File: src/rtl/instr_fetch_buffer.sv
// instr_fetch_buffer: fetch stage issuing imem reads at pc and queueing {pc, instr} in order for decode
// Ports:
//   clk, rst_async                      clock, async active-high reset
//   pc, flush -> stall_n                PC register interface (stall_n = fetch accepted)
//   imem_req/addr/gnt/rvalid/rdata      in-order instruction memory read port
//   if_valid/if_ready/if_pc/if_instr    decode handshake, head of queue
module instr_fetch_buffer #(
  parameter int DEPTH = 2,
  localparam int CNT_W = $clog2(DEPTH + 1)
) (
  input  logic        clk,
  input  logic        rst_async,
  input  logic [31:0] pc,
  input  logic        flush,
  output logic        stall_n,
  output logic        imem_req,
  output logic [31:0] imem_addr,
  input  logic        imem_gnt,
  input  logic        imem_rvalid,
  input  logic [31:0] imem_rdata,
  output logic        if_valid,
  input  logic        if_ready,
  output logic [31:0] if_pc,
  output logic [31:0] if_instr
);
  localparam int AW = DEPTH > 1 ? $clog2(DEPTH) : 1;
  logic [31:0] pc_q [DEPTH];
  logic [31:0] instr_q [DEPTH];
  logic [DEPTH-1:0] filled_q;
  logic [AW-1:0] head, tail, fptr;
  logic [CNT_W-1:0] count, pend, discard;
  logic accept, pop, fill, ret;
  // Killed requests still occupy a slot until their data returns, so they count against space.
  assign imem_req  = !rst_async && !flush && ((CNT_W+1)'(count) + (CNT_W+1)'(discard) < (CNT_W+1)'(DEPTH));
  assign imem_addr = pc;
  assign stall_n   = imem_req && imem_gnt;
  assign accept    = stall_n;
  // A return with nothing outstanding is a protocol error and is ignored.
  assign ret       = imem_rvalid && (discard != '0 || pend != '0);
  assign fill      = imem_rvalid && discard == '0 && pend != '0 && !flush;
  assign pop       = if_valid && if_ready && !flush;
  assign if_valid  = filled_q[head];
  assign if_pc     = pc_q[head];
  assign if_instr  = instr_q[head];
  always_ff @(posedge clk or posedge rst_async) begin
    if (rst_async) begin
      for (int i = 0; i < DEPTH; i++) begin
        pc_q[i]    <= '0;
        instr_q[i] <= '0;
      end
      filled_q <= '0;
      head     <= '0;
      tail     <= '0;
      fptr     <= '0;
      count    <= '0;
      pend     <= '0;
      discard  <= '0;
    end else if (flush) begin
      filled_q <= '0;
      head     <= '0;
      tail     <= '0;
      fptr     <= '0;
      count    <= '0;
      pend     <= '0;
      discard  <= discard + pend - CNT_W'(ret);
    end else begin
      if (accept) begin
        pc_q[tail] <= pc;
        tail       <= tail + AW'(1);
      end
      if (fill) begin
        instr_q[fptr]  <= imem_rdata;
        filled_q[fptr] <= 1'b1;
        fptr           <= fptr + AW'(1);
      end
      if (pop) begin
        filled_q[head] <= 1'b0;
        head           <= head + AW'(1);
      end
      count <= count + CNT_W'(accept) - CNT_W'(pop);
      pend  <= pend + CNT_W'(accept) - CNT_W'(fill);
      if (imem_rvalid && discard != '0) discard <= discard - CNT_W'(1);
    end
  end
endmodule
File: config.mk
export PLATFORM = sky130hd
export DESIGN_NAME = instr_fetch_buffer
export DESIGN_NICKNAME = d
export VERILOG_FILES = /design/src/rtl/instr_fetch_buffer.sv
export SDC_FILE = /design/constraint.sdc
export NUM_CORES = 1
export LEC_CHECK = 0
export CORE_ASPECT_RATIO = 2
export CORE_UTILIZATION = 45
export CTS_CLUSTER_DIAMETER = 50
export DETAILED_ROUTE_END_ITERATION = 7
export PLACE_DENSITY = 0.85
export SLEW_MARGIN = 30
export SYNTH_ARGS = -nofsm -noshare
export SYNTH_HDL_FRONTEND = slang
export SYNTH_SLANG_ARGS = --single-unit
File: constraint.sdc
create_clock -name clk -period 6.25 [get_ports clk]
set_input_delay 1.25 -clock clk [delete_from_list [all_inputs] [get_ports clk]]
set_output_delay 1.25 -clock clk [all_outputs]
set_load 0.05 [all_outputs]
==> results list <==
- Once the clock tree was built, the resizer swapped 0 gates to a different size.
* Count of different cell masters after synthesis: 35
- The number of max-slew violations in the final report is 0.
- Via-to-Cell Ratio: roughly 5
* Initial antenna violation count: 0
* Slew @ Worst Pin: 0.877 ns
* Warning count from the yosys run: 0
- Via count: 4,005
- Share of post-route cells with drive strength above 1: 39.4%
- Vias in the first global route: 4,629
- Buffers added to address setup during post-CTS repair amount to 0.
* Worst-case clock buffer depth: 2
* Most frequent cells in the layout: 168 x clkdlybuf4s50_1, 162 x mux2_2, 138 x dfrtp_1
* Average cell area after synthesis: around 15 µm²
* Peak supply drop: about 0.29 mV
- The run finished with clean final reports.
- The die is 88.0 µm wide.
- Setup repair after global routing left no endpoint under its margin.
- The congestion estimate from routability-driven global placement came to between 0.7 and 0.8.
* Clock tree from TritonCTS: built
- In this run the power density over the cells is 471 nW/µm².
* Detailed-route DRC error count: 0
- Of all nets on the critical path, the largest fanout is 18.
- Syn Inst Count: 447
- In the post-route analysis, the smallest setup slack over all paths is between 1.5 and 2 ns.
* Cell count after placement: 757
- After synthesis, the largest family of logic cells by area is multiplexers.
- Leading cell type in the layout, fill and taps excluded: clkdlybuf4s50_1
* Final antenna-violating net count: 0
* Number of synthesized flops with an enable pin: 0
- After Yosys synthesis, XOR and XNOR cells account for 1.18% of the synthesized area.
- Summing the areas of all and, or, nand and nor instances in the mapped netlist gives ~2.3% of the synthesized area.
* Top FF cell, synth: dfrtp_1
- Summed over all failing endpoints, the final setup total negative slack is 0 ns.
- After synthesis the netlist holds a flip-flop and latch count of 139.
* Setup slack at placement: 1.59 ns
- After synthesis, the share of flip-flops with an asynchronous set or reset is between 90% and 100%.
- 169 I/O pins were placed.
- TritonCTS created 17 clock buffers.
- Summing the areas of all fa, ha and maj instances in the mapped netlist gives 1.62% of the synthesized area.
* Post-synthesis mux area share: around a third
* Crit path kind: in2out
- Min cycle time layout: 4.64 ns
- After detailed routing, the average wire length per cell comes to ~18 µm.
- Total grt overflow: 0
- Area share of the leading cell type in the synthesized netlist: 52.3%
* Post-synth design cell area: roughly 6700 µm²
- Drt initial violations: 81
* Endpoints failing setup: 0
* Clock slew at reported path FFs: 0.06 ns
- Final Hold Viols: 0
- Wire length of the first global-routing pass: about 23 mm
- Placeable core region: about 14,000 µm²
- Fin Clk Skew: 0.00918 ns
* Maximum number of pins on one net before global-route repair: 94
* GR Util All Layers: 19.3%
* Required time of the critical path: about 5 ns
- The share of the Yosys chip area taken by registers is approximately 52%.
- The die covers ~15,000 µm².
* Half-perimeter wire length after detailed placement: 9.58 mm
- The finished layout holds 788 standard cells, fillers aside.
* Compound-Gate Fraction of Synth Area: 1.13%
- For this design, the sink count on the clock tree is 139.
- CTS built an H-tree with a depth of 4.
- The worst setup path is captured at a primary output.
* CP Launch Type: input pin
- Count of input and output buffers: about 170
- Detailed-router iteration count before antenna repair: 4
* Die height: 174 µm
- Initial Util: between 40 and 50%
* Clk root buf: clkbuf_16
- Max-Cap Viols: 0
* Post-cts hold buffer count: 0
- At the later pin of the worst-skew pair, clock insertion delay measures 0.41 ns.
- Worst relative slew slack: 41.5%
- Relative to the synthesized area, the layout overhead comes to 32.7%.
- Static timing analysis puts the maximum clock frequency at 0.216 GHz.
- Inserted Diodes: 0
* Ranking of synthesized cells by area: dfrtp_1 52%, mux2_2 27%, mux2_4 6.8%, buf_4 3.9%, ha_1 1.3%
- Worst Path Arrival: 3.39 ns
- Number of nets in the layout: 662
- HP Class: reg2reg
- Top cell type by total area after synthesis: dfrtp_1
- After layout, the worst path uses 74.2% of the clock period.
- Total length of routed wires: 13.9 mm
- For this design the static power due to leakage is 4.02 nW.
- Total nets after synthesis: between 500 and 600
- In this run the core area contains 62 standard-cell rows.
[final timing paths]
path,slack [ns],end,startpoint,cells past startpoint
max,1.61,stall_n,flush,5
min,0.50,pc_q[61]$_DFFE_PP0P_,pc_q[61]$_DFFE_PP0P_,1
max reg2reg,3.61,pc_q[17]$_DFFE_PP0P_,discard[0]$_DFFE_PP0P_,6
min reg2reg,0.50,pc_q[61]$_DFFE_PP0P_,pc_q[61]$_DFFE_PP0P_,1
max in group asynchronous,3.63,head$_DFFE_PP0P_,rst_async,3
min in group asynchronous,1.48,pc_q[16]$_DFFE_PP0P_,rst_async,2
[metrics by stage]
step	util (%)	area (µm²)	power, mW	hold slack [ns]
3_3_place_gp	56.9	8200	3.06	0.472
4_1_cts	61.2	8830	4.20	0.505
5_1_grt	61.2	8830	4.33	0.520
6_report	61.2	8830	4.16	0.502
2_1_floorplan	-	6650	2.57	0.460
3_5_place_dp	56.9	8210	3.13	0.490
[state kept, by name, summed over array words and instances (netlist names)]
signal    count
pend          2
filled_q      2
fptr          1
tail          1
head          1
discard       2
count         2
instr_q      64
pc_q         64
[Yosys cell counts (2+ instances only)]
cell type and n:
mux2_2 162, dfrtp_1 139, buf_4 35, mux2_4 30
inv_1 9, nor2_1 8, ha_1 7, xnor2_1 6
buf_6 5, buf_1 4, buf_2 4, clkbuf_1 4
buf_12 3, nand2_1 3, xor2_1 3, a21boi_0 2
a21oi_1 2, a31oi_1 2, and2b_1 2, mux2_1 2
[layout make-up]
class,instances,area [µm²]
Clock inverter,13,191
Fill cell,1102,5600
Tap cell,192,240
Multi-Input combinational cell,244,2730
Clock buffer,18,429
Sequential cell,139,3480
Inverter,9,38.8
Timing Repair Buffer,173,1720
[cell families after synthesis]
logic type / count (synthesis)
muxes: 194
DFF: 139
buffers and inverters: 64
and+or+nand+nor: 22
AOI/OAI and AO/OA: 11
xor gates and xnor gates: 9
adders and majority gates: 8
[layer usage]
metal	vias to the layer above	track usage [%]	share of wire, %
met5	-	0	0
met4	0	8.13	1.5
met3	16	3.66	4.0
met2	108	37.0	59
met1	2069	19.5	36
li1	1812	-	-
[critical path, stage by stage]
cell             delay [ns]
clkdlybuf4s50_1        0.41
buf_4                  0.21
nor4_4                 0.43
and2_1                 0.25
clkdlybuf4s50_1        0.82
[where the power goes]
| part | internal (mW) | switching, mW |
|---|---|---|
| registers | 1.15 | 0.130 |
| logic | 0.760 | 1.06 |
| clock network | 0.670 | 0.385 |
Note: power is estimated with default switching activity, not from simulation.
